## config.mk

```make
export PLATFORM = sky130hd
export DESIGN_NAME = gpio_pad_ctrl
export DESIGN_NICKNAME = d
export VERILOG_FILES = /design/src/rtl/gpio_pad_ctrl.sv
export SDC_FILE = /design/constraint.sdc
export NUM_CORES = 1
export LEC_CHECK = 0
export ABC_AREA = 1
export BUFFER_PORTS_ARGS = -buffer_cell sky130_fd_sc_hd__buf_2
export CORE_AREA = 4 4 41 43
export CTS_BUF_LIST = sky130_fd_sc_hd__clkbuf_2 sky130_fd_sc_hd__clkbuf_4 sky130_fd_sc_hd__clkbuf_8
export CTS_CLUSTER_SIZE = 30
export DETAILED_ROUTE_END_ITERATION = 7
export DIE_AREA = 0 0 45 47
export PLACE_DENSITY = 0.53
export SLEW_MARGIN = 20
export SYNTH_ARGS = -nofsm -noshare
export SYNTH_HDL_FRONTEND = slang
export SYNTH_SLANG_ARGS = --single-unit
```

## constraint.sdc

```tcl
create_clock -name clk -period 0.9 [get_ports clk]
set_clock_uncertainty 0.15 [all_clocks]
set_input_delay 0.18 -clock clk [delete_from_list [all_inputs] [get_ports clk]]
set_output_delay 0.18 -clock clk [all_outputs]
set_load 0.005 [all_outputs]
```

## src/rtl/gpio_pad_ctrl.sv

```systemverilog
// gpio_pad_ctrl: per-pin GPIO controller in front of a pull-up bidirectional pad cell.
// Define GPIO_DEBOUNCE_EN to insert a DB_LEN-cycle stability filter ahead of in_val.
module gpio_pad_ctrl #(
  parameter int SYNC_STAGES = 2,
  parameter int DB_LEN      = 8,
  parameter int DB_CW       = 4
) (
  input  logic clk,
  input  logic rst_n,
  input  logic out_val,
  input  logic out_en,
  input  logic od_mode,
  input  logic irq_rise_en,
  input  logic irq_fall_en,
  input  logic irq_clr,
  output logic din,
  output logic oen,
  input  logic dout,
  output logic in_val,
  output logic rise_pulse,
  output logic fall_pulse,
  output logic irq
);

  if (SYNC_STAGES < 2) begin : g_bad_sync
    $error("gpio_pad_ctrl: SYNC_STAGES must be >= 2");
  end
  if ((DB_LEN < 2) || ((2 ** DB_CW) < DB_LEN)) begin : g_bad_db
    $error("gpio_pad_ctrl: DB_LEN must be >= 2 and fit in DB_CW bits");
  end

  logic                   din_q, din_d;
  logic                   oen_q, oen_d;
  logic [SYNC_STAGES-1:0] sync_q;
  logic                   sample;
  logic                   sync_o;
  logic                   in_val_q, in_val_d;
  logic                   in_prev_q;
  logic                   irq_q, irq_d;
  logic                   rise, fall;

  // Open-drain only ever pulls low; a high request releases the pin to the pull-up.
  always_comb begin
    din_d = out_val;
    oen_d = ~out_en;
    if (od_mode) begin
      din_d = 1'b0;
      oen_d = ~(out_en & ~out_val);
    end
  end

  // DOUT floats while we drive, so loop back the registered drive level instead.
  assign sample = oen_q ? dout : din_q;
  assign sync_o = sync_q[SYNC_STAGES-1];

`ifdef GPIO_DEBOUNCE_EN
  logic [DB_CW-1:0] cnt_q, cnt_d;

  always_comb begin
    in_val_d = in_val_q;
    cnt_d    = '0;
    if (sync_o != in_val_q) begin
      if (cnt_q == DB_CW'(DB_LEN - 1)) begin
        in_val_d = sync_o;
      end else begin
        cnt_d = cnt_q + 1'b1;
      end
    end
  end

  always_ff @(posedge clk or negedge rst_n) begin
    if (!rst_n) begin
      cnt_q <= '0;
    end else begin
      cnt_q <= cnt_d;
    end
  end
`else
  always_comb begin
    in_val_d = sync_o;
  end
`endif

  assign rise  = in_val_q & ~in_prev_q;
  assign fall  = ~in_val_q & in_prev_q;
  // A new edge takes priority over a same-cycle clear so it is never lost.
  assign irq_d = (rise & irq_rise_en) | (fall & irq_fall_en) | (irq_q & ~irq_clr);

  always_ff @(posedge clk or negedge rst_n) begin
    if (!rst_n) begin
      din_q     <= 1'b0;
      oen_q     <= 1'b1;
      sync_q    <= '1;
      in_val_q  <= 1'b1;
      in_prev_q <= 1'b1;
      irq_q     <= 1'b0;
    end else begin
      din_q     <= din_d;
      oen_q     <= oen_d;
      sync_q    <= {sync_q[SYNC_STAGES-2:0], sample};
      in_val_q  <= in_val_d;
      in_prev_q <= in_val_q;
      irq_q     <= irq_d;
    end
  end

  assign din        = din_q;
  assign oen        = oen_q;
  assign in_val     = in_val_q;
  assign rise_pulse = rise;
  assign fall_pulse = fall;
  assign irq        = irq_q;

endmodule

```

Word level (Yosys, flattened, before mapping):

Cells that the tools add are included.

* register bits: 7
* output and inout port bits: 6
* logic and storage cells: 23

* muxes and demuxes: 3
* bitwise gates (word level): 14

Operator list (number)
* $and A1 B1 Y1: 6
* $not A1 Y1: 6
* $mux W1: 3
* $or A1 B1 Y1: 2

Logic depth before layout (Yosys ltp):

Gate-level depths: netlist of run 1.

* word-level depth: 5
* depth in mapped cells: 3
* gate-level depth less buffers: 3

Worst setup path after synthesis of run 1:

Ideal clock, no wire load.

* kind: flip-flop to output port
* from: register in_val_q, in the netlist in_val
* to: output rise_pulse
* arrival: 695 ps
* setup slack: -125 ps
* cell stages (with the launch flop): 3
* path buffers: 0
* cell sequence: dfstp_2 > inv_1 > nor2_1

* longest elaborated chain between the ends: 1

RTL lines
* from (decl): RTL line 37 `logic in_val_q, in_val_d;`
* from (signal assigned): RTL line 101 `in_val_q <= in_val_d;`
* $and A1 B1 Y1: RTL line 84 `assign rise = in_val_q & ~in_prev_q;`
* to (decl): RTL line 20 `output logic rise_pulse,`

No other way between the ends.

Final worst setup path of run 1:

* from: register in_prev_q
* to: output fall_pulse

* longest elaborated chain between the ends: 1

RTL lines
* from (decl): RTL line 38 `logic in_prev_q;`
* from (signal assigned): RTL line 102 `in_prev_q <= in_val_q;`
* $and A1 B1 Y1: RTL line 85 `assign fall = ~in_val_q & in_prev_q;`
* to (decl): RTL line 21 `output logic fall_pulse,`

No other way between the ends.

==> results of run 1 <==
-- cells in the final DEF, fill, tap and decap left out, drive strengths merged --
cell type / synthesis / final
inv: 5 / 5
nand2: 4 / 4
dlygate4sd3: 0 / 4
clkbuf: 0 / 4
nand3: 3 / 3
buf: 0 / 19
nor2: 3 / 3
dfstp: 5 / 5
o21ai: 1 / 1
dfrtp: 2 / 2
-- timing repair --
item / CTS / global route
gates cloned: 0 / 0
pin swaps: 1 / 0
setup endpoints to repair: 7 / 8
resized for setup: 2 / 9
hold endpoints to repair: 10 / 1
setup buffers: 4 / 0
-- routing by layer --
layer	track usage	routed length (µm)	share of wire	vias to the layer above
li1	-	-	-	123
met1	0.06542	209	0.39	113
met2	0.08757	245	0.46	15
met3	0.04598	78	0.15	0
met4	0.05263	0	0	0
met5	0	0	0	-
-- sequential cells by signal, indices dropped and copies added (netlist names) --
| name | cells |
|---|---|
| irq | 1 |
| oen | 1 |
| in_prev_q | 1 |
| sync_q | 2 |
| in_val | 1 |
| din | 1 |
-- worst min-delay path by stage --
stage | slack, ns | to | startpoint | cells after the start
floorplan | -0.27 | din$_DFF_PN0_ | rst_n | 0
global route | -0.06 | din$_DFF_PN0_ | od_mode | 2
finish | -0.06 | din$_DFF_PN0_ | od_mode | 2
detailed placement | -0.13 | din$_DFF_PN0_ | rst_n | 1
global placement | -0.13 | din$_DFF_PN0_ | rst_n | 1
CTS | -0.07 | din$_DFF_PN0_ | od_mode | 2
-- worst max-delay path, stage by stage (launching register included) --
cell     delay (ns)
dfstp_2        0.56
inv_2          0.04
nor2_1         0.07
buf_2          0.11
-- kinds of logic (layout without fill, tap and decap cells) --
family,after synthesis,in the layout,share of synthesized area
AND/OR/NAND/NOR,10,10,0.1675
flip-flops,7,7,0.7361
buffers and inverters,5,32,0.07615
AO/OA/AOI/OAI,1,1,0.02029
-- power by group through the flow --
| stage | logic (µW) | clock network, µW | registers, µW |
|---|---|---|---|
| 6_report | 138 | 313 | 372 |
| 5_1_grt | 153 | 348 | 376 |
| 4_1_cts | 117 | 338 | 370 |
| 3_5_place_dp | 83.4 | 0 | 374 |
| 3_3_place_gp | 81.9 | 0 | 375 |
| 2_1_floorplan | 25.0 | 0 | 376 |
-- layout make-up --
| cell class | instances | area, µm² |
|---|---|---|
| flip-flops and latches | 7 | 181.4 |
| repair buffers | 23 | 168.9 |
| fillers | 143 | 818.3 |
| well taps | 15 | 18.77 |
| multi-input cells | 11 | 65.06 |
| clock buffers | 4 | 30.03 |
| inverters | 5 | 18.77 |
-- metrics by stage --
stage,hold slack [ns],instances,util
after detailed placement,-0.1307,53,0.2654
after CTS,-0.07137,65,0.3423
final,-0.05716,65,0.3712
after global routing,-0.05610,65,0.3712
after global placement,-0.1318,53,0.2654
after floorplan,-0.2656,23,-
==> metrics.md, run 1 <==
| Metric | Value |
|---|---|
| Synth Instances | `23` |
| Total negative slack | `-2.322 ns` |
| GRT Total Usage | `0.06380` |
| Skew-Pair Late Insertion Delay | `0.25 ns` |
| Antenna violations before repair | `0` |
| Total CTS buffers | `3` |
| WS Path Type | `reg2out` |
| Hold WC Path Type | `in2reg` |
| Post-DP Area | `345.3 µm²` |
| Failing checks | `hold timing, setup timing` |
| Logic pwr share | `0.167` |
| Crit path to | `fall_pulse` |
| Gpl congestion | `0.6092` |
| Yosys warns | `0` |
| Worst Reg2Reg Path Length in Cells | `6` |
| Total clock sinks | `7` |
| Setup ws final | `-0.4531 ns` |
| Global route total overflow | `0` |
| Share of layout cells above drive strength 1 | `0.7000` |
| WL/cell | `around 8.2 µm` |
| Internal power | `641.0 µW` |
| Antenna Nets Post-Route | `0` |
| Clk network pwr share | `0.381` |
| Crit path from | `in_prev_q$_DFF_PN1_` |
| Max_slew headroom | `0.8967` |
| Crit Path Max Fanout | `3` |
| Die area | `2115 µm²` |
| Mapped Nets | `32` |
| Critical Path End Type | `primary output` |
| Layout area overhead | `95.94%` |
| DRC errors left | `0` |
| Most common library cells after synthesis | `5 x dfstp_2, 5 x inv_1, 4 x nand2_1` |
| Number of diodes | `0` |
| Post-placement setup slack | `-0.1930 ns` |
| Initial Util | `0.1894` |
| First-pass GRT wire length | `883 µm` |
| Design Area, Final | `483.0 µm²` |
| Rows | `13` |
| Netlist Area Pre-Place | `246.5 µm²` |
| Period utilization | `1.503` |
| Hold_buf cts | `4` |
| Worst slew pin tran | `0.1550 ns` |
| Worst flop-to-flop path startpoint | `in_val$_DFF_PN1_` |
| CP required | `0.57 ns` |
| Leakage dissipation | `0.0002522 µW` |
| Initial drt markers | `0` |
| Die Y | `47 µm` |
| Power per cell area | `1703 nW/µm²` |
| Root Buffer | `clkbuf_4` |
| Port buffer count | `14` |
| Clock Tree Buf Depth | `2` |
| Top_reg_cell synth | `dfstp_2` |
| CORE AREA | `1301 µm²` |
| Ys async rst share | `1.000` |
| CTS tree | `built` |
| Synthesized area per cell | `roughly 11 µm²` |
| Crit path DAT | `1.02 ns` |
| Vias | `approximately 250` |
| Final total power | `822.5 µW` |
| Seq pwr share | `0.452` |
| Post-synth EDFFs | `0` |
| Final setup violation count | `8` |
| Peak Freq | `739.0 MHz` |
| Unique cell type count in the Yosys netlist | `7` |
| H-tree levels | `1` |
| # IOs | `15` |
| Post-DP HPWL | `392.6 µm` |
| Reg clk slew, reported paths | `0.05 ns` |
| Post-synth top area share | `0.5330` |
| Leading post-synthesis cells by cell area | `dfstp_2 53%, dfrtp_1 20%, inv_1 7.6%` |
| RSZ-0062 raised after global routing | `true` |
| Chip width | `45 µm` |
| Final Hold Viols | `1` |
| Final net count | `60` |
| Post-synthesis sequential area ratio | `0.7360` |
| Drt first pass iters | `1` |
| Number of max-cap violations | `0` |
| Vias per cell | `roughly 3.9` |
| Critical path startpoint category | `flop` |
| Switching share of power | `0.2207` |
| RR Endpoint | `irq$_DFF_PN0_` |
| Run status | `complete, but fails checks` |
| Crit path time final | `1.353 ns` |
| Final max-slew violation count | `0` |
| Peak ir drop on the vdd network | `0.0006141 V` |
| Largest area contributor in the netlist | `dfstp_2` |
| Psw | `181.5 µW` |
| R2r setup slk | `-0.36 ns` |
| Largest net degree at the start of global routing | `8` |
| Yosys reg bits | `7` |
| WL final | `533 µm` |
| Fin Hold WS | `-0.05716 ns` |
| Vias in the first global route | `222` |
(Power assumes the default switching activity.)
==> run 2, diff against run 1 <==
--- a/config.mk
+++ b/config.mk
@@ -9,10 +9,11 @@
 export BUFFER_PORTS_ARGS = -buffer_cell sky130_fd_sc_hd__buf_2
 export CORE_AREA = 4 4 41 43
 export CTS_BUF_LIST = sky130_fd_sc_hd__clkbuf_2 sky130_fd_sc_hd__clkbuf_4 sky130_fd_sc_hd__clkbuf_8
-export CTS_CLUSTER_SIZE = 30
+export CTS_CLUSTER_SIZE = 28
 export DETAILED_ROUTE_END_ITERATION = 7
 export DIE_AREA = 0 0 45 47
 export PLACE_DENSITY = 0.53
+export RECOVER_POWER = 25
 export SLEW_MARGIN = 20
 export SYNTH_ARGS = -nofsm -noshare
 export SYNTH_HDL_FRONTEND = slang
==> metrics.md, run 2 (synthesis gave the netlist of run 1 again) <==
| Metric | Value |
|---|---|
| Period utilization | `1.503` |
| Port buffer count | `14` |
| Post-DP HPWL | `392.6 µm` |
| Commonest non-fill, non-tap cells in the layout | `12 x buf_2, 5 x dfstp_2, 5 x buf_6` |
| Hold WC Path Type | `in2reg` |
| Initial drt markers | `0` |
| Hold_buf cts | `4` |
| Worst slew pin tran | `roughly 0.37 ns` |
| Post-placement setup slack | `-0.1930 ns` |
| Skew-Pair Late Insertion Delay | `between 0.2 and 0.3 ns` |
| Number of max-cap violations | `0` |
| Crit path DAT | `1.02 ns` |
| Max_slew headroom | `0.7560` |
| Peak Freq | `739.0 MHz` |
| Area of the multi-input gates | `~65 µm²` |
| Setup ws final | `-0.4531 ns` |
| Vias in the first global route | `between 200 and 250` |
| Layout area overhead | `95.43%` |
| Die area | `2115 µm²` |
| Number of diodes | `0` |
| WL/cell | `between 8 and 9 µm` |
| Total CTS buffers | `3` |
| # IOs | `15` |
| Final net count | `60` |
| Max FFs per register | `2` |
| Crit Path Max Fanout | `3` |
| Global route total overflow | `0` |
| Crit path time final | `1.353 ns` |
| Vias | `251` |
| Antenna Nets Post-Route | `0` |
| Chip width | `45 µm` |
| Share of layout cells above drive strength 1 | `0.6800` |
| WL final | `533 µm` |
| Root Buffer | `clkbuf_4` |
| Filler cell count | `144` |
| Total clock sinks | `7` |
| Final Hold Viols | `1` |
| Clock Tree Buf Depth | `2` |
| Rows | `13` |
| Finished Layout Cells | `65` |
| Final max-slew violation count | `0` |
| Drt first pass iters | `1` |
| Inst Count DP | `53` |
| CTS tree | `built` |
| Leakage dissipation | `0.0002495 µW` |
| Most flops, register | `sync_q` |
| GRT Total Usage | `0.06380` |
| Power per cell area | `1706 nW/µm²` |
| Fin Hold WS | `-0.05716 ns` |
| WS Path Type | `reg2out` |
| Antenna violations before repair | `0` |
| Final setup violation count | `8` |
| Failing checks | `hold timing, setup timing` |
| Critical Path End Type | `primary output` |
| Gpl congestion | `approximately 0.6` |
| RSZ-0062 raised after global routing | `true` |
| Run status | `complete, but fails checks` |
| Critical path startpoint category | `flop` |
| H-tree levels | `1` |
| Vias per cell | `3.862` |
| Reg clk slew, reported paths | `about 0.050 ns` |
| CORE AREA | `1301 µm²` |
| First-pass GRT wire length | `883 µm` |
| Final Util | `0.3702` |
| Largest net degree at the start of global routing | `8` |
| Peak ir drop on the vdd network | `0.0006140 V` |
| CP required | `0.57 ns` |
| Die Y | `47 µm` |
| DRC errors left | `0` |
| Flip-flop and latch area | `about 180 µm²` |
| Initial Util | `0.1894` |
| Most common cell after layout, fill and taps aside | `buf_2` |
run 2: changes by cell type in the layout (fill, tap and decap cells not counted), sizes merged:
cell,delta
buf,-1
clkbuf,+1
run 2: routing by layer:
layer | wire length [µm] | vias up | share of wire | global-route usage
met2 | 245 | 15 | 0.46 | 0.08757
met3 | 78 | 0 | 0.15 | 0.04598
met1 | 209 | 113 | 0.39 | 0.06542
met5 | 0 | - | 0 | 0
li1 | - | 123 | - | -
met4 | 0 | 0 | 0 | 0.05263
run 2: final timing paths:
check | startpoint | endpoint | slack [ns] | depth (start not counted)
setup / recovery | in_prev_q$_DFF_PN1_ | fall_pulse | -0.45 | 3
hold reg to reg | sync_q[1]$_DFF_PN1_ | in_val$_DFF_PN1_ | 0.20 | 0
max in group asynchronous | rst_n | sync_q[1]$_DFF_PN1_ | 0.10 | 2
min in group asynchronous | rst_n | irq$_DFF_PN0_ | 0.19 | 2
hold / removal | od_mode | din$_DFF_PN0_ | -0.06 | 2
setup reg to reg | in_val$_DFF_PN1_ | irq$_DFF_PN0_ | -0.36 | 6
run 2: final cells by class:
cell class,count,share of cell area
sequential,7,0.3766
multi-input combinational,11,0.1351
clock buffer,4,0.06234
tap,15,0.03896
inverter,5,0.03896
timing repair buffer,23,0.3481
run 2: what timing repair did:
action | 4_1_cts | 5_1_grt
resized for setup | 2 | 9
endpoints found under the hold margin | 10 | 1
gates cloned | 0 | 0
setup endpoints to repair | 7 | 8
buffers inserted | 4 | 0
pin swaps | 1 | 0
run 2: stage by stage:
stage / TNS (ns) / hold WS [ns] / area, µm² / power [µW]
after floorplan: -0.2940 / -0.2656 / 249.0 / 401.4
after global placement: -0.6544 / -0.1318 / 345.3 / 456.7
after detailed placement: -0.6335 / -0.1307 / 345.3 / 457.4
after CTS: -2.488 / -0.07137 / 445.4 / 824.9
after global routing: -2.653 / -0.05610 / 481.7 / 876.8
final: -2.322 / -0.05716 / 481.7 / 821.9
run 2: power by group:
part           total, µW  switching, µW  internal, µW
Sequential           372           16.1           355
Clock                313            114           199
Combinational        137           51.3          85.7
Total                822            182           640
run 2: worst max-delay path, stage by stage, from the launching register on:
cell	delay (ns)
dfstp_2	0.56
inv_2	0.04
nor2_1	0.07
buf_2	0.11
